**config.mk**
```make
export PLATFORM = sky130hd
export DESIGN_NAME = pipe_stage_buf
export DESIGN_NICKNAME = d
export VERILOG_FILES = /design/src/rtl/pipe_pkg.sv /design/src/rtl/pipe_stage_buf.sv
export SDC_FILE = /design/constraint.sdc
export NUM_CORES = 1
export LEC_CHECK = 0
export CORE_MARGIN = 8
export CORE_UTILIZATION = 51
export CTS_CLUSTER_DIAMETER = 40
export DETAILED_ROUTE_END_ITERATION = 10
export GPL_TIMING_DRIVEN = 1
export PLACE_DENSITY_LB_ADDON = 0.15
export SLEW_MARGIN = 5
export SYNTH_ARGS = -nofsm -noshare
export SYNTH_HDL_FRONTEND = slang
export SYNTH_SLANG_ARGS = --single-unit
```
**constraint.sdc**
```tcl
create_clock -name clk -period 11.4 [get_ports clk]
set_input_delay 1.71 -clock clk [delete_from_list [all_inputs] [get_ports clk]]
set_output_delay 1.71 -clock clk [all_outputs]
set_load 0.05 [all_outputs]
```
**src/rtl/pipe_pkg.sv**
```systemverilog
// Shared definitions for the processor pipeline registers: stage bundle widths,
// control-field bit positions and the bubble value each stage register presents.
package pipe_pkg;

  localparam int IFID_W  = 32;
  localparam int IDEX_W  = 40;
  localparam int EXMEM_W = 70;

  // ID/EX bundle: control bits at the top, destination register below them
  localparam int IDEX_WB_REG_WRITE = 39;
  localparam int IDEX_WB_MEM2REG   = 38;
  localparam int IDEX_MW           = 37;
  localparam int IDEX_MR           = 36;
  localparam int IDEX_ALU_SRC      = 35;
  localparam int IDEX_ALUOP_HI     = 34;
  localparam int IDEX_ALUOP_LO     = 33;
  localparam int IDEX_RD_HI        = 32;
  localparam int IDEX_RD_LO        = 28;

  // EX/MEM bundle: WB and MEM control on top, then rd, then ALU result and store data
  localparam int EXMEM_WB_REG_WRITE = 69;
  localparam int EXMEM_WB_MEM2REG   = 68;
  localparam int EXMEM_MW           = 67;
  localparam int EXMEM_MR           = 66;
  localparam int EXMEM_RD_HI        = 65;
  localparam int EXMEM_RD_LO        = 61;

  // IF/ID carries a raw instruction, so its bubble is the canonical no-op encoding;
  // later stages only need every control bit cleared.
  localparam logic [IFID_W-1:0]  IFID_NOP  = 32'h0000_0013;
  localparam logic [IDEX_W-1:0]  IDEX_NOP  = '0;
  localparam logic [EXMEM_W-1:0] EXMEM_NOP = '0;

endpackage

```
**src/rtl/pipe_stage_buf.sv**
```systemverilog
// Pipeline register stage with DEPTH-entry circular storage, valid/ready handshake
// on both sides and a synchronous flush that turns everything in flight into bubbles.
module pipe_stage_buf
  import pipe_pkg::*;
#(
  parameter int                DATA_W    = IDEX_W,
  parameter int                DEPTH     = 2,
  parameter logic [DATA_W-1:0] NOP_VALUE = '0
) (
  input  logic                       clk,
  input  logic                       rst_n,
  input  logic                       in_valid,
  output logic                       in_ready,
  input  logic [DATA_W-1:0]          in_data,
  input  logic                       flush,
  output logic                       out_valid,
  input  logic                       out_ready,
  output logic [DATA_W-1:0]          out_data,
  output logic [$clog2(DEPTH+1)-1:0] count
);

  if (DEPTH < 1 || DATA_W < 1) begin : g_param_check
    $error("pipe_stage_buf: DEPTH and DATA_W must both be at least 1");
  end

  localparam int CNT_W = $clog2(DEPTH + 1);
  localparam int PTR_W = (DEPTH > 1) ? $clog2(DEPTH) : 1;

  localparam logic [CNT_W-1:0] FULL_CNT = CNT_W'(DEPTH);
  localparam logic [CNT_W-1:0] CNT_ONE  = CNT_W'(1);
  localparam logic [PTR_W-1:0] LAST_PTR = PTR_W'(DEPTH - 1);
  localparam logic [PTR_W-1:0] PTR_ONE  = PTR_W'(1);

  logic [DATA_W-1:0] mem [DEPTH];
  logic [PTR_W-1:0]  wr_ptr;
  logic [PTR_W-1:0]  rd_ptr;
  logic              push;
  logic              pop;

  // in_ready depends only on registered occupancy, keeping out_ready off the upstream path
  assign in_ready  = (count < FULL_CNT);
  assign out_valid = (count != '0);
  assign out_data  = out_valid ? mem[rd_ptr] : NOP_VALUE;

  assign push = in_valid & in_ready;
  assign pop  = out_valid & out_ready;

  function automatic logic [PTR_W-1:0] ptr_inc(input logic [PTR_W-1:0] ptr);
    return (ptr == LAST_PTR) ? '0 : ptr + PTR_ONE;
  endfunction

  always_ff @(posedge clk or negedge rst_n) begin
    if (!rst_n) begin
      count  <= '0;
      wr_ptr <= '0;
      rd_ptr <= '0;
    end else if (flush) begin
      count  <= '0;
      wr_ptr <= '0;
      rd_ptr <= '0;
    end else begin
      if (push) wr_ptr <= ptr_inc(wr_ptr);
      if (pop)  rd_ptr <= ptr_inc(rd_ptr);
      case ({push, pop})
        2'b10:   count <= count + CNT_ONE;
        2'b01:   count <= count - CNT_ONE;
        default: count <= count;
      endcase
    end
  end

  // Storage needs no reset: out_data is masked to NOP_VALUE whenever count is zero
  always_ff @(posedge clk) begin
    if (push && !flush) mem[wr_ptr] <= in_data;
  end

endmodule

```
[Yosys cells after proc, flatten, opt, wreduce, memory -nomap -nowiden]
Memories as Yosys holds them, arrays and structs flattened.
Cells that the tools add are included.
Storage, ports and cells
  bits in registers: 4
  bits in writable memories: 80
  input bits: 45
  output and inout port bits: 44
  logic and storage cells: 30
  memories kept: 1
Memory list
  mem: words 2, width 40, read ports 1, clocked after Yosys merged registers in 0, write ports 1, line pipe_stage_buf.sv:34  | logic [DATA_W-1:0] mem [DEPTH];
Operators by class
  add/sub/neg operators: 4
  magnitude comparators: 1
  equality and inequality tests: 2
  multiplexer cells: 11
  bitwise operators: 2
  reductions and logical operators: 6
Operator list (number)
  $mux W40: 1
  $mux W1: 8
  $reduce_bool A2 Y1: 3
  $pmux W2 S2: 1
  $reduce_bool A3 Y1: 1
  $add A1 B1 Y1 const B: 2
  $add A2 B1 Y2 const B: 1
  $and A1 B1 Y1: 2
  $eq A2 B1 Y1 const B: 1
  $eq A2 B2 Y1 const B: 1
  $lt A2 B2 Y1 const B: 1
  $mux W2: 1
  $sub A2 B1 Y2 const B: 1
  $logic_and A1 B1 Y1: 1
  $logic_not A1 Y1: 1

[Logic depth before layout (Yosys ltp)]
Gate-level depths: netlist of run 1.
  depth in word-level cells: 5
  depth in mapped cells: 4
  depth with buffers taken out: 3

[Least setup slack after synthesis of run 1]
No wires, ideal clock.
  kind: input-to-reg
  from: in in_valid
  to: mem mem[1][0] (netlist name), enable pin
  arrival time: 4.742 ns
  data required time: 10.905 ns
  setup slack: 6.163 ns
  stages on the path: 2
  path buffers: 0
  cells stage by stage: nand2b_4 nor3b_1
Between the ends
  longest elaborated chain between the ends: 4
Ends and longest elaborated chain
  start, declared: line pipe_stage_buf.sv:12  | input logic in_valid,
  $and A1 B1 Y1: line pipe_stage_buf.sv:45  | assign push = in_valid & in_ready;
  $logic_and A1 B1 Y1: line pipe_stage_buf.sv:74  | if (push && !flush) mem[wr_ptr] <= in_data;
  $mux W1: line pipe_stage_buf.sv:74
  $mux W1 (not written as such): line pipe_stage_buf.sv:74
  end, declared: line pipe_stage_buf.sv:34
No other way between the ends.

[Worst setup path after layout of run 1]
  from: reg rd_ptr
  to: out out_data[21]
Between the ends
  longest elaborated chain between the ends: 2
Ends and longest elaborated chain
  start, declared: line pipe_stage_buf.sv:36  | logic [PTR_W-1:0] rd_ptr;
  start signal, assigned: line pipe_stage_buf.sv:63  | if (pop) rd_ptr <= ptr_inc(rd_ptr);
  $mem_v2 Z2 W40
  $mux W40: line pipe_stage_buf.sv:43  | assign out_data = out_valid ? mem[rd_ptr] : NOP_VALUE;
  end, declared: line pipe_stage_buf.sv:18  | output logic [DATA_W-1:0] out_data,
No other way between the ends.

==> impl_metrics.tcl, run 1 <==
set metrics [dict create \
    vias_in_the_first_global_route 1982 \
    cts.path.max_buffers 2 \
    top_layer_used "met4" \
    synth.lib_cells_used.distinct 21 \
    clk_transition_reported_paths_ps 70 \
    syn_avg_cell_area_sq_um 16.9 \
    synth_top_area_share_pct 73.9 \
    detailed_place_hpwl_um 4130 \
    ant_nets 0 \
    syn_inst 192 \
    synth_largest_area_cell "sky130_fd_sc_hd__edfxtp_1" \
    numClockSinks 84 \
    post-cts-setup-buffers 0 \
    start_util_pct 52.1 \
    post-route-drc-count 0 \
    total_count_of_hold_check_failures_in_the_final_report 0 \
    synthesized_flop_and_latch_total 84 \
    critical_path.max_fanout 31 \
    post_drt_wl_per_cell_um 16.5 \
    post_dp_cell_area_sq_um 4210 \
    globalRoute.totalOverflow 0 \
    insertedDiodeCount 0 \
    grt.total_usage_pct 13.7 \
    yosysWarnings 0 \
    grt_pass1_wl_um 9290 \
    hold_start "wr_ptr" \
    hold_path_end "wr_ptr" \
    post_cts.resized_instances 0 \
    cts-hold-fix-buffers 0 \
    whs_path_depth 2 \
    port-buffer-count 88 \
    fp.coreArea_sq_um 6240 \
    period_minus_slack_ps 4260 \
    routed-via-count 1859 \
    globalplace.congestion 0.653 \
    maxClockFrequency_mhz 235 \
    via_per_inst 5.05 \
    met2_wl_post_dr_um 3300 \
    layout_worst_path_cycle_share_pct 37.4 \
    nNetsFinal 331 \
    setup_violations 0 \
    worst_setup_path_start_kind "flop" \
    finalPower_uw 707 \
    finalWirelength_um 6070 \
    timing.reg2reg.worst_path_depth 3 \
    cts-buffers-inserted 9 \
    max-cap-violations 0 \
    vdd_drop_max_mv 0.0953 \
    critPathCaptureType "output pin" \
    setup.reg_to_reg.worst_slack_ps 9170 \
    floorplan.io_pins 89 \
    worstSetupPathType "reg2out" \
    power.density_nw_per_um2 159 \
    ctsHtreeMaxLevel 3 \
    syn_area_sq_um 3250 \
    route.layer.met1.wl_um 2220 \
    static-leakage-power_uw 0.00148 \
    cts_root_buffer "sky130_fd_sc_hd__clkbuf_8" \
    drtIter0Drc 104 \
    drt-pass1-iter-count 4 \
    cts_tree "done" \
    regToRegStartpoint "count[1]" \
    max_slew_margin_pct 37.1 \
    synthToLayoutAreaGrowth_pct 36.5 \
    final-max-slew-violation-count 0 \
    worst-endpoint-arrival_ps 2550 \
    syn_nets 237 \
    final_core_util_pct 71.1 \
    worst_hold_path_type "reg2reg" \
    grt_max_degree 42 \
    reg2reg_to "mem[0][23]" \
    fp.dieArea_sq_um 9180 \
    layout.cell_area.non_filler_sq_um 4440 \
    die_x_um 95.8 \
    worst_pin_slew_ps 941 \
    setup_tns_ps 0 \
    grt_setup_unrepaired "false" \
    die_y_um 95.8 \
    dr_wl_met3_um 431 \
    netlist_top_cells_area "sky130_fd_sc_hd__edfxtp_1 74%, sky130_fd_sc_hd__mux2i_1 12%, sky130_fd_sc_hd__nor2_1 5.0%" \
    std_cell_rows 29 \
    clock_latency_ps 330 \
    run_status "finished, final reports clean" \
    clock_skew_ps 7.19 \
    timing.critical_path.required_ps 9690 \
    drive_gt1_share_pct 8.93 \
    initial_antenna_violation_count 0 \
    ys_seq_area_share_pct 77.0 \
]
synthesized netlist by cell type, drive strengths merged:
master	number
nor3	1
inv	2
mux2i	40
and2b	1
edfxtp	80
dfrtp	4
nand2b	2
nor2b	1
xor2	2
nor3b	1
a21oi	2
nor2	43
o21ai	2
nand2	1
mux2	1
buf	9
report_power, final:
group          leakage [uW]  internal [uW]  switching, uW  total (uW)
Clock              0.000115            144           94.2         238
Combinational      0.000576           43.8           68.1         112
Sequential         0.000786            352           5.07         357
cells by family after synthesis:
kind of cell,after synthesis,synth area share (%)
compound gates,4,0.731
xor+xnor,2,0.539
buf+inv,11,2.39
flops,84,77.0
mux,41,12.8
simple gates,50,6.58
layer usage:
layer | up-vias | track usage [%]
li1 | 889 | -
met4 | 0 | 7.68
met5 | - | 0
met2 | 54 | 24.0
met3 | 9 | 4.68
met1 | 907 | 14.1
per-stage QoR:
stage	hold WS, ps	setup slack, ps	instances
finish	614	7140	368
global route	652	6970	368
CTS	620	7090	368
detailed placement	581	7410	352
global placement	557	7480	352
floorplan	519	6160	192
final cells by class:
class,instances,area (sq um)
multi-input cells,97,688
flip-flops and latches,84,2500
well taps,77,96.3
fillers,437,1800
repair buffers,92,911
inverters,2,7.51
clock inverters,6,103
clock buffers,10,128
flip-flops by register name, indices dropped and copies added (netlist names):
| signal | flops |
|---|---|
| mem | 80 |
| count | 2 |
| rd_ptr | 1 |
| wr_ptr | 1 |
how the worst max path moves through the flow:
stage	start	end	slack, ps	cells past startpoint
4_1_cts	rd_ptr	out_data[34]	7090	4
2_1_floorplan	in_valid	mem[1][0]	6160	2
6_report	rd_ptr	out_data[21]	7140	4
3_3_place_gp	rd_ptr	out_data[21]	7480	4
5_1_grt	rd_ptr	out_data[27]	6970	4
3_5_place_dp	flush	mem[0][33]	7410	3
cell usage in the layout, fill, tap and decap left out:
master,synthesis,routed
sky130_fd_sc_hd__nor3b_2,0,1
sky130_fd_sc_hd__nor2_1,43,42
sky130_fd_sc_hd__bufinv_16,0,3
sky130_fd_sc_hd__nor3_2,0,1
sky130_fd_sc_hd__nand2b_1,1,1
sky130_fd_sc_hd__nor2_4,0,1
sky130_fd_sc_hd__clkbuf_1,0,1
sky130_fd_sc_hd__inv_2,1,1
sky130_fd_sc_hd__dfrtp_2,0,1
sky130_fd_sc_hd__clkinv_2,0,1
sky130_fd_sc_hd__edfxtp_1,80,80
sky130_fd_sc_hd__nand2_1,1,1
sky130_fd_sc_hd__clkbuf_8,0,9
sky130_fd_sc_hd__buf_4,0,4
sky130_fd_sc_hd__nand2b_4,1,1
sky130_fd_sc_hd__and2b_4,1,1
sky130_fd_sc_hd__clkinv_1,0,2
sky130_fd_sc_hd__a21oi_1,1,1
sky130_fd_sc_hd__a21oi_2,1,1
sky130_fd_sc_hd__xor2_1,2,2
sky130_fd_sc_hd__clkdlybuf4s50_1,0,88
sky130_fd_sc_hd__mux2i_1,40,40
sky130_fd_sc_hd__o21ai_0,1,1
sky130_fd_sc_hd__nor2b_1,1,1
sky130_fd_sc_hd__mux2_4,1,1
sky130_fd_sc_hd__dfrtp_1,4,3
sky130_fd_sc_hd__inv_1,1,1
sky130_fd_sc_hd__o21ai_1,1,1
worst max-delay path, cell delays in order, from the launching register on:
cell and delay [ps]:
sky130_fd_sc_hd__dfrtp_2 560, sky130_fd_sc_hd__buf_4 530, sky130_fd_sc_hd__mux2i_1 140, sky130_fd_sc_hd__nor2_1 140, sky130_fd_sc_hd__clkdlybuf4s50_1 830
Power figures use the tool's default switching activity.
==> inputs of run 2 (changes only) <==
--- a/config.mk
+++ b/config.mk
@@ -6,7 +6,7 @@
 export NUM_CORES = 1
 export LEC_CHECK = 0
 export CORE_MARGIN = 8
-export CORE_UTILIZATION = 51
+export CORE_UTILIZATION = 43
 export CTS_CLUSTER_DIAMETER = 40
 export DETAILED_ROUTE_END_ITERATION = 10
 export GPL_TIMING_DRIVEN = 1
==> constraint.sdc (replaced) <==
create_clock -name clk -period 3.7 [get_ports clk]
set_input_delay 0.555 -clock clk [delete_from_list [all_inputs] [get_ports clk]]
set_output_delay 0.555 -clock clk [all_outputs]
set_load 0.05 [all_outputs]
==> impl_metrics.tcl, run 2 (synthesis results as in run 1) <==
set metrics [dict create \
    critical_path.max_fanout 20 \
    power_frac_comb_pct 16.7 \
    total_count_of_hold_check_failures_in_the_final_report 0 \
    drive_gt1_share_pct 10.5 \
    post-route-drc-count 0 \
    critPathTopFamily "buffers and inverters" \
    clock_power_share_pct 30.0 \
    setup_tns_ps 0 \
    cts-buffers-inserted 9 \
    cts_root_buffer "sky130_fd_sc_hd__clkbuf_8" \
    setup_violations 0 \
    worst_pin_slew_ps 568 \
    post_drt_wl_per_cell_um 16.0 \
    numClockSinks 84 \
    switchingPower_uw 538 \
    std_cell_rows 31 \
    cell_depth_of_the_worst_setup_path 4 \
    period_minus_slack_ps 3040 \
    worst_hold_path_type "in2async" \
    cts_tree "done" \
    clock_skew_ps 6.64 \
    grt.total_usage_pct 12.2 \
    cts-hold-fix-buffers 0 \
    layout.area.seq_sq_um 2500 \
    clock_latency_ps 340 \
    portion_of_total_power_attributed_to_sequential_cells_pct 53.2 \
    largest_registers "mem x80, count x2" \
    timing.critical_path.required_ps 3140 \
    fp.coreArea_sq_um 7290 \
    power.density_nw_per_um2 465 \
    crit_path_cell_trace "buf_4, mux2i_1, nor2_1, clkdlybuf4s50_1" \
    fill_cells 604 \
    fin_worst_hold_slack_ps 412 \
    grt_max_degree 42 \
    clk_transition_reported_paths_ps 80 \
    floorplan.io_pins 89 \
    ctsHtreeMaxLevel 3 \
    ant_nets 0 \
    die_y_um 103 \
    critPathMaxStageDelay_ps 820 \
    start_util_pct 44.6 \
    largest_register_ff_count 80 \
    worst_setup_path_start_kind "flop" \
    grt_pass1_wl_um 9630 \
    final_core_util_pct 61.2 \
    critPathCaptureType "output pin" \
    max-cap-violations 0 \
    synthToLayoutAreaGrowth_pct 37.2 \
    finalWirelength_um 6280 \
    layout_common_cells "88 x sky130_fd_sc_hd__clkdlybuf4s50_1, 80 x sky130_fd_sc_hd__edfxtp_1, 42 x sky130_fd_sc_hd__nor2_1" \
    top_register "mem" \
    worst-endpoint-arrival_ps 2490 \
    switching_share_pct 26.0 \
    timing.reg2reg.worst_path_depth 3 \
    final-max-slew-violation-count 0 \
    run_status "finished, final reports clean" \
    combined_area_of_the_multi_input_logic_cells_sq_um 701 \
    globalRoute.totalOverflow 0 \
    post_cts.resized_instances 0 \
    fp.dieArea_sq_um 10600 \
    max_slew_margin_pct 62.2 \
    gr-max-usage-layer "met2" \
    internal_power_uw 1530 \
    die_x_um 103 \
    worstSetupPathType "reg2out" \
    vias_in_the_first_global_route 1963 \
    initial_antenna_violation_count 0 \
    vdd_drop_max_mv 0.207 \
    global_route.usage.met1_pct 13.8 \
    nNetsFinal 334 \
    groute.layer.met3.usage_pct 4.39 \
    layout.cells.most_common "sky130_fd_sc_hd__clkdlybuf4s50_1" \
    static-leakage-power_uw 0.00148 \
    port-buffer-count 88 \
    critPathBufInv 2 \
    drtIter0Drc 28 \
    maxClockFrequency_mhz 329 \
    groute.layer.met2.usage_pct 20.0 \
    cts.path.max_buffers 2 \
    grt_setup_unrepaired "false" \
    post-cts-setup-buffers 0 \
    detailed_place_hpwl_um 4260 \
    critical_path.slowest_cell "sky130_fd_sc_hd__clkdlybuf4s50_1" \
    insertedDiodeCount 0 \
    drt-pass1-iter-count 4 \
    globalplace.congestion 0.692 \
    via_per_inst 4.73 \
    layout_worst_path_cycle_share_pct 82.3 \
    routed-via-count 1858 \
]
-- run 2: changes by cell type in the layout (fill, tap and decap cells not counted) --
| cell | before | now |
|---|---|---|
| sky130_fd_sc_hd__clkinv_4 | 0 | 1 |
| sky130_fd_sc_hd__clkinv_1 | 2 | 0 |
| sky130_fd_sc_hd__bufinv_16 | 3 | 1 |
| sky130_fd_sc_hd__nor3b_4 | 0 | 1 |
| sky130_fd_sc_hd__inv_6 | 0 | 1 |
| sky130_fd_sc_hd__buf_4 | 4 | 7 |
| sky130_fd_sc_hd__nor3b_2 | 1 | 0 |
| sky130_fd_sc_hd__nor3_2 | 1 | 0 |
| sky130_fd_sc_hd__clkinv_2 | 1 | 3 |
| sky130_fd_sc_hd__nor3_4 | 0 | 1 |
-- run 2: metal layers --
layer,vias to the layer above,part of all wire (%)
met3,10,7.2
met1,896,42
li1,896,-
met5,-,0
met4,0,1.9
met2,56,49
-- run 2: per-stage QoR --
step	power, uW	std cells	setup WS [ps]	instance area, sq um
after floorplan	1330	192	798	3260
after global placement	1470	377	972	4270
after detailed placement	1480	377	980	4270
after CTS	2100	393	596	4460
after global routing	2160	393	476	4460
final	2070	393	656	4460
-- run 2: layout make-up --
type	count	share of cell area (%)
inverters	2	0.168
clock buffers	10	2.86
repair buffers	95	20.9
flip-flops and latches	84	56.1
well taps	99	2.78
multi-input cells	97	15.7
clock inverters	6	1.40
-- run 2: worst register-to-register path, cell delays in order (launching register included) --
cell,delay (ps)
sky130_fd_sc_hd__dfrtp_1,480
sky130_fd_sc_hd__nand2b_4,220
sky130_fd_sc_hd__nor3b_4,210
sky130_fd_sc_hd__buf_4,320
-- run 2: path summary, 6_finish.rpt --
| kind | startpoint | to | slack (ps) |
|---|---|---|---|
| max reg2reg | count[1] | mem[1][4] | 2150 |
| min | rst_n | count[1] | 410 |
| max | rd_ptr | out_data[18] | 660 |
| max in group asynchronous | rst_n | rd_ptr | 3100 |
| min in group clk | wr_ptr | wr_ptr | 650 |
| min reg2reg | wr_ptr | wr_ptr | 650 |
-- run 2: power groups by stage --
stage | clock network (uW) | registers, uW | logic, uW
CTS | 640 | 1100 | 353
finish | 623 | 1100 | 347
floorplan | 0 | 1120 | 214
global placement | 0 | 1120 | 350
detailed placement | 0 | 1130 | 351
global route | 687 | 1110 | 367
